--- src/rtl/sync_fifo_ctl.sv ---
// rtl/sync_fifo_ctl.sv - single-clock FIFO with FWFT option, occupancy, thresholds and sticky error flags
module sync_fifo_ctl #(
    parameter int WIDTH     = 8,
    parameter int DEPTH     = 16,
    parameter int FWFT      = 0,
    parameter int AFULL_TH  = DEPTH - 2,
    parameter int AEMPTY_TH = 1
) (
    input  logic                     clk,
    input  logic                     rst_n,
    input  logic                     winc,
    input  logic [WIDTH-1:0]         wdata,
    input  logic                     rinc,
    input  logic                     err_clr,
    output logic [WIDTH-1:0]         rdata,
    output logic                     rvalid,
    output logic                     wfull,
    output logic                     rempty,
    output logic                     almost_full,
    output logic                     almost_empty,
    output logic [$clog2(DEPTH):0]   count,
    output logic                     overflow,
    output logic                     underflow
);

    localparam int ADDR_WIDTH = $clog2(DEPTH);
    localparam logic [ADDR_WIDTH:0] AFULL_C  = AFULL_TH[ADDR_WIDTH:0];
    localparam logic [ADDR_WIDTH:0] AEMPTY_C = AEMPTY_TH[ADDR_WIDTH:0];

    logic [ADDR_WIDTH:0] wptr_q, wptr_d;
    logic [ADDR_WIDTH:0] rptr_q, rptr_d;
    logic                overflow_q, overflow_d;
    logic                underflow_q, underflow_d;
    logic                wen, ren;
    logic [WIDTH-1:0]    mem [DEPTH];
    logic [WIDTH-1:0]    head_word;

    // Status is derived from the registered pointers only; requests only steer the next state
    always_comb begin
        wfull        = (wptr_q[ADDR_WIDTH] != rptr_q[ADDR_WIDTH]) &&
                       (wptr_q[ADDR_WIDTH-1:0] == rptr_q[ADDR_WIDTH-1:0]);
        rempty       = (wptr_q == rptr_q);
        count        = wptr_q - rptr_q;
        almost_full  = (count >= AFULL_C);
        almost_empty = (count <= AEMPTY_C);
        wen          = winc & ~wfull;
        ren          = rinc & ~rempty;
        wptr_d       = wptr_q + {{ADDR_WIDTH{1'b0}}, wen};
        rptr_d       = rptr_q + {{ADDR_WIDTH{1'b0}}, ren};
        // A new error event in the same cycle as err_clr keeps the flag set
        overflow_d   = (overflow_q & ~err_clr) | (winc & wfull);
        underflow_d  = (underflow_q & ~err_clr) | (rinc & rempty);
        overflow     = overflow_q;
        underflow    = underflow_q;
        head_word    = mem[rptr_q[ADDR_WIDTH-1:0]];
    end

    // Pointer and sticky error flag registers
    always_ff @(posedge clk or negedge rst_n) begin
        if (!rst_n) begin
            wptr_q      <= '0;
            rptr_q      <= '0;
            overflow_q  <= 1'b0;
            underflow_q <= 1'b0;
        end else begin
            wptr_q      <= wptr_d;
            rptr_q      <= rptr_d;
            overflow_q  <= overflow_d;
            underflow_q <= underflow_d;
        end
    end

    // Storage array; contents are intentionally left unreset
    always_ff @(posedge clk) begin
        if (wen) begin
            mem[wptr_q[ADDR_WIDTH-1:0]] <= wdata;
        end
    end

    generate
        if (FWFT != 0) begin : g_fwft
            // Head word is visible combinationally whenever the FIFO is non-empty
            always_comb begin
                rdata  = head_word;
                rvalid = ~rempty;
            end
        end else begin : g_reg
            logic [WIDTH-1:0] rdata_q, rdata_d;
            logic             rvalid_q, rvalid_d;

            // Registered read: data captured on an accepted read, held otherwise
            always_comb begin
                rdata_d  = ren ? head_word : rdata_q;
                rvalid_d = ren;
                rdata    = rdata_q;
                rvalid   = rvalid_q;
            end

            // Read data output register
            always_ff @(posedge clk or negedge rst_n) begin
                if (!rst_n) begin
                    rdata_q  <= '0;
                    rvalid_q <= 1'b0;
                end else begin
                    rdata_q  <= rdata_d;
                    rvalid_q <= rvalid_d;
                end
            end
        end
    endgenerate

endmodule

--- config.mk ---
export PLATFORM = sky130hd
export DESIGN_NAME = sync_fifo_ctl
export DESIGN_NICKNAME = d
export VERILOG_FILES = /design/src/rtl/sync_fifo_ctl.sv
export SDC_FILE = /design/constraint.sdc
export NUM_CORES = 1
export LEC_CHECK = 0
export BUFFER_PORTS_ARGS = -buffer_cell sky130_fd_sc_hd__clkbuf_2
export CAP_MARGIN = 0
export CORE_ASPECT_RATIO = 0.6
export CORE_MARGIN = 1.5
export CORE_UTILIZATION = 45
export DETAILED_ROUTE_END_ITERATION = 12
export SETUP_SLACK_MARGIN = 0.1
export SYNTH_ARGS = -nofsm -noshare
export SYNTH_HDL_FRONTEND = slang
export SYNTH_SLANG_ARGS = --single-unit
export TNS_END_PERCENT = 100
--- constraint.sdc ---
create_clock -name clk -period 4.5 [get_ports clk]
set_input_delay 0.225 -clock clk [delete_from_list [all_inputs] [get_ports clk]]
set_output_delay 0.225 -clock clk [all_outputs]
set_load 0.1 [all_outputs]
# Word level (Yosys, flattened, before mapping)
# Memories as Yosys holds them, arrays and structs flattened. A register that Yosys moved wholly into a read port is not among the register bits.
# Index checks and enable logic that the tools add are counted.
dict set report totals {
  reg_bits 13
  ram_bits 128
  input_bits 13
  output_inout_bits 20
  wordCells 29
  n_memories 1
}
dict set report classes {
  add_sub_neg 3
  n_lt_le_gt_ge 2
  n_eq_ne 3
  mux 2
  bitwise 11
  reduce_logical 2
}
# memory depth width rd rd_ports_with_merged_regs write_ports line
set mem_list {}
lappend mem_list {mem 16 8 1 1 1 35} ;# logic [WIDTH-1:0] mem [DEPTH];
# operator n
set ops {}
lappend ops {{$add A5 B1 Y5} 2}
lappend ops {{$and A1 B1 Y1} 6}
lappend ops {{$eq A5 B5 Y1} 1}
lappend ops {{$ge A5 B4 Y1 const B} 1}
lappend ops {{$le A5 B1 Y1 const B} 1}
lappend ops {{$sub A5 B5 Y5} 1}
lappend ops {{$eq A4 B4 Y1} 1}
lappend ops {{$not A1 Y1} 3}
lappend ops {{$mux W1} 2}
lappend ops {{$or A1 B1 Y1} 2}
lappend ops {{$logic_and A1 B1 Y1} 1}
lappend ops {{$logic_not A1 Y1} 1}
lappend ops {{$ne A1 B1 Y1} 1}

# Longest topological paths before layout
# Gate-level depths: netlist of the first run.
dict set report logic_depth {
  depth_word 6
  ltp_mapped 12
  depth_no_buf 9
}

# Least setup slack after synthesis of the first run
# Ideal clock, no wire load.
dict set report synth_timing {
  kind {register -> output}
  start {register wptr_q[1]}
  end {output almost_full}
  arrival_ns 5.280
  required_time_ns 4.275
  slack_ns -1.005
  path_stages_with_launch 7
  n_path_buf 1
  path_cell_list {dfrtp_1 clkbuf_1 inv_1 fa_1 xnor2_1 nand2_1 o32ai_1}
}
dict set report synth_between {
  elab_chain_len 2
}
# item line
set synth_lines {}
lappend synth_lines {{from (decl)} 30} ;# logic [ADDR_WIDTH:0] wptr_q, wptr_d;
lappend synth_lines {{from (signal assigned)} 66} ;# wptr_q <= wptr_d;
lappend synth_lines {{$sub A5 B5 Y5} 43} ;# count = wptr_q - rptr_q;
lappend synth_lines {{named net count[2]} 21} ;# output logic [$clog2(DEPTH):0] count,
lappend synth_lines {{$ge A5 B4 Y1} 44} ;# almost_full = (count >= AFULL_C);
lappend synth_lines {{to (decl)} 19} ;# output logic almost_full,
# The timed path passes the listed nets, and every way through them passes these cells.

# Worst setup path after layout of the first run
dict set report layout_timing {
  start {register wptr_q[0]}
  end {output almost_empty}
}
dict set report layout_between {
  elab_chain_len 2
}
# item line
set layout_lines {}
lappend layout_lines {{$sub A5 B5 Y5} 43}
lappend layout_lines {{$le A5 B1 Y1} 45} ;# almost_empty = (count <= AEMPTY_C);
lappend layout_lines {{to (decl)} 20} ;# output logic almost_empty,
# No other way between the ends.

==> run_results.csv, run 1 <==
group,metric,value,unit
routing,firstDrtPassIters,4,
finish,nFillCells,1013,
die,ios,33,
routing,wl_per_cell,23.9,µm
synthesis,yosysWarnings,0,
setup_path,endpoint_kind,"output port",
timing,fin_crit_sh,0.692,
job,cap_violations,0,
synthesis,synth_fa_ha_area_frac,0.0199,
clocking,cts.clk_slew.worst_paths,60,ps
synthesis,synth_edf_count,128,
setup_path,cp-start-kind,"flop",
synthesis,ys_seq_elements,149,
placed_design,post-dp-hpwl,8.36,mm
die,dieArea,14100,µm²
placed_design,gp_congestion,0.802,
clocking,cts_max_path_buffers,2,
routing,drtAntennaViolNets,0,
synthesis,synthCells,307,
global_routing,gr-total-overflow,0,
global_routing,grt_pass1_vias,3029,
timing,maxSlewViolCount,0,
worst_hold_path,min_path_type,"input port to flop",
routing,avgViaCountPerCell,5.75,
placed_design,io_buffer_count,32,
clocking,cts_num_sinks,149,
finish,area_growth,14.5,%
die,coreArea,12900,µm²
routing,drcViolationCount,0,
synthesis,synth-xor-area-share,0.0131,
finish,drive_gt1_frac,0.245,
die,initial_core_util,0.466,
timing,fin_skew,10.7,ps
clocking,cts_resized,0,
setup_path,crit_path_max_fanout,8,
clocking,clockRootBuffer,"clkbuf_16",
finish,final_nets,377,
timing,rsz0062_at_grt,"no",
setup_path,cp.required,4280,ps
synthesis,ys_types,34,
synthesis,ys_top_cells_by_count,"edfxtp_1, mux4_1, dfrtp_1",
clocking,tritoncts,"done",
synthesis,muxShareOfSynthArea,0.150,
timing,setup_viol,0,
synthesis,synth_top_cell_area_share,0.638,
synthesis,synth-simple-area-share,0.0316,
setup_path,reg2regPathDepth,6,
timing,max_freq,0.321,GHz
setup_path,arrival,2890,ps
worst_hold_path,min_path_cells,3,
synthesis,seq_area_frac_synth,0.725,
clocking,h-tree-depth,4,
timing,tightestPinTransition,874,ps
synthesis,synthTopCellsByArea,"edfxtp_1, mux4_1, dfrtp_1",
finish,n_antenna_cell,0,
synthesis,synth_top_family_by_area,"multiplexers",
synthesis,synth_compound_area_frac,0.0368,
synthesis,synth-main-ff-cell,"edfxtp_1",
synthesis,yosysMostFrequentCell,"edfxtp_1",
global_routing,grt_max_degree,35,
die,die_y,92.6,µm
synthesis,syn_area,6020,µm²
die,core.rowCount,32,
clocking,numCtsBuffers,17,
routing,routed_wl,12.9,mm
routing,drtIter0Drc,241,
clocking,ctsHoldBuffers,2,
status,outcome,"complete, no violations",
routing,vias,3092,
clocking,cts_setup_buffers,0,
timing,holdWs,89.3,ps
setup_path,criticalPathCategory,"flop to output port",
global_routing,grtUsageTotal,0.197,
timing,tns,0,ps
clocking,clock_latency,420,ps
synthesis,yosysTopAreaCell,"edfxtp_1",
global_routing,grt_pass1_wl,19.4,mm
timing,hold_viol,0,
global_routing,antenna_found_initial,0,
synthesis,avgSynthCellArea,19.6,µm²
timing,min_period,3110,ps
synthesis,synthArstFlopShare,0.141,
synthesis,syn_nets,329,
die,dieWidth,152,µm
timing,relSlewSlack,0.415,
-- registers in the layout, summed over array words and instances (netlist names) --
register   count
mem          128
rdata          8
rptr_q         5
wptr_q         5
overflow       1
rvalid         1
underflow      1
-- layout make-up --
type                    count  area, µm²  area share
clock buffers              17        425      0.0617
clock inverters            15       92.6      0.0134
inverters                  12       45.0     0.00653
multi-input cells         135       1530       0.221
flip-flops and latches    149       4370       0.634
well taps                 170        213      0.0308
repair buffers             40        225      0.0327
-- path summary, 6_finish.rpt --
path	slack (ps)	to	startpoint
hold reg to reg	530	wptr_q[4]$_DFF_PN0_	wptr_q[4]$_DFF_PN0_
setup / recovery	1390	almost_empty	wptr_q[0]$_DFF_PN0_
setup reg to reg	1440	mem[11][2]$_DFFE_PP_	rptr_q[2]$_DFF_PN0_
hold / removal	90	underflow$_DFF_PN0_	rinc
max in group asynchronous	3740	rptr_q[0]$_DFF_PN0_	rst_n
min in group asynchronous	340	overflow$_DFF_PN0_	rst_n
-- worst max-delay path, cell delays in order, from the launching register on --
cell	delay, ps
dfrtp_1	460
inv_1	100
ha_1	250
fa_1	430
nor2b_1	120
o21ai_0	120
a21oi_1	310
o221a_2	240
clkbuf_2	450
-- cell usage in the layout (no fill, tap or decap), types with 6 or more instances in the layout --
cell,netlist,routed
mux2_2,8,8
clkbuf_16,0,17
dfrtp_1,21,20
mux4_1,24,24
ha_1,8,8
mux4_2,8,8
a21oi_1,9,9
nor2_1,17,17
buf_4,0,6
clkbuf_2,0,32
nand2_1,8,8
o22ai_1,16,16
edfxtp_1,128,128
inv_1,11,11
-- cell families (layout without fill, tap and decap cells) --
group	Yosys count	in the layout
fa+ha+maj	9	9
simple gates	41	41
compound gates	36	36
flops	149	149
buf+inv	23	84
xor+xnor	9	9
mux	40	40
-- metal layers --
layer / share of wire / GRT usage
met1: 0.49 / 0.302
met2: 0.41 / 0.268
met3: 0.081 / 0.0622
met4: 0.013 / 0.0574
met5: 0 / 0
-- per-stage QoR --
step                worst slack [ps]   util  cell area, µm²  instances
floorplan                        645      -            6040        307
global placement                1630  0.492            6360        504
detailed placement              1500  0.492            6360        504
CTS                             1380  0.533            6900        538
global route                    1210  0.533            6900        538
finish                          1390  0.533            6900        538
Power of run 1 is left out: the tool's default activity adds up to more than one toggle a clock period on the data nets, which glitch-free logic cannot reach.
==> run 2: changes to the inputs <==
Clock period 4.5 ns to 3 ns, I/O delays scaled along.
==> run_results.csv, run 2 (synthesis results as in run 1) <==
group,metric,value,unit
status,outcome,"complete, no violations",
setup_path,worst-path-buf-inv,2,
routing,drtIter0Drc,195,
die,coreArea,12900,µm²
clocking,numCtsBuffers,17,
timing,min_period,2710,ps
setup_path,criticalPathCategory,"flop to output port",
routing,avgViaCountPerCell,5.51,
timing,tightestPinTransition,816,ps
worst_hold_path,min_path_cells,3,
clocking,cts_num_sinks,149,
routing,vias,3041,
timing,relSlewSlack,0.454,
clocking,clockRootBuffer,"clkbuf_16",
timing,max_freq,0.368,GHz
timing,fin_skew,7.74,ps
setup_path,cp.required,2850,ps
worst_hold_path,min_path_type,"input port to flop",
finish,drive_gt1_frac,0.291,
setup_path,endpoint_kind,"output port",
placed_design,post-dp-hpwl,7.81,mm
finish,final_common_cell,"edfxtp_1",
global_routing,grt_max_degree,35,
worst_hold_path,min-delay-start,"winc",
global_routing,gr-total-overflow,0,
routing,drcViolationCount,0,
routing,drtAntennaViolNets,0,
placed_design,gp_congestion,0.839,
global_routing,grt_pass1_vias,3086,
routing,routed_wl,11.9,mm
routing,firstDrtPassIters,4,
clocking,tritoncts,"done",
clocking,h-tree-depth,4,
setup_path,cp-start-kind,"flop",
finish,area_growth,20.4,%
finish,final_nets,391,
finish,nFillCells,1005,
setup_path,arrival,2560,ps
timing,setup_viol,0,
finish,largest_register_ffs,128,
job,cap_violations,0,
setup_path,reg2reg_from,"wptr_q[2]$_DFF_PN0_",
timing,hold_viol,0,
timing,rsz0062_at_grt,"no",
global_routing,grtUsageTotal,0.190,
clocking,cts_max_path_buffers,2,
die,core.rowCount,32,
timing,maxSlewViolCount,0,
timing,fin_crit_sh,0.905,
global_routing,grt_pass1_wl,18.9,mm
finish,seq_area,4370,µm²
finish,layout_common_cells,"edfxtp_1, clkbuf_2, mux4_1",
clocking,clock_latency,420,ps
setup_path,r2r_end,"mem[4][0]$_DFFE_PP_",
worst_hold_path,worst_hold_path.endpoint,"overflow$_DFF_PN0_",
die,ios,33,
finish,multi_input_area,1570,µm²
die,dieWidth,152,µm
die,dieArea,14100,µm²
setup_path,regToRegSetupSlack,410,ps
setup_path,crit_slowest_cell,"dfrtp_2",
setup_path,cp_top_family,"adder cells",
die,die_y,92.6,µm
setup_path,worst_path_largest_cell_delay,420,ps
die,initial_core_util,0.466,
clocking,cts.clk_slew.worst_paths,60,ps
routing,wl_per_cell,21.6,µm
setup_path,reg2regPathDepth,6,
timing,tns,0,ps
placed_design,io_buffer_count,32,
global_routing,antenna_found_initial,0,
finish,n_antenna_cell,0,
setup_path,crit_chain,"inv_1 > ha_1 > fa_2 > nor2b_1 > o21ai_0 > and3_1 > o221a_2 > buf_12",
finish,finish.utilization,0.561,
setup_path,crit_path_max_fanout,8,
## run 2: cell type report
class	count	share of cell area
clock buffers	18	0.0592
multi-input cells	135	0.216
clock inverters	14	0.0338
flip-flops and latches	149	0.603
well taps	170	0.0293
inverters	12	0.00621
repair buffers	54	0.0528
## run 2: routing by layer
metal  up-vias  share of wire  GRT usage
met1      1563           0.51      0.281
met4         0         0.0083     0.0510
met5         -              0          0
met2        81           0.44      0.268
met3         9          0.048     0.0636
li1       1388              -          -
## run 2: tightest hold or removal path: cells and delay by family
family | cells | cell delay, ps
AO/OA/AOI/OAI | 1 | 70
buffers and inverters | 1 | 120
AND/OR/NAND/NOR | 1 | 60
## run 2: through the flow
step                      cell area, µm²  std cells  worst slack (ps)  hold slack (ps)
after floorplan                     6070        307              12.0             -146
after global placement              6530        517               489              154
after detailed placement            6530        517               433              160
after CTS                           7240        552              88.7             12.8
after global routing                7250        552               139             47.9
final                               7250        552               286             19.6
## run 2: what timing repair did
item	CTS	global route
hold buffers	3	0
gates resized for setup	3	5
setup endpoints to repair	3	4
buffers inserted	0	0
endpoints found under the hold margin	23	0
## run 2: worst max-delay path by stage
stage,startpoint,to,slack (ps),depth (start not counted)
2_1_floorplan,wptr_q[0]$_DFF_PN0_,almost_full,10,6
4_1_cts,wptr_q[0]$_DFF_PN0_,almost_full,90,8
3_3_place_gp,wptr_q[2]$_DFF_PN0_,mem[4][1]$_DFFE_PP_,490,6
3_5_place_dp,wptr_q[2]$_DFF_PN0_,mem[4][3]$_DFFE_PP_,430,6
6_report,wptr_q[0]$_DFF_PN0_,almost_empty,290,8
5_1_grt,wptr_q[0]$_DFF_PN0_,almost_empty,140,8
Power of run 2 is left out for the same reason.
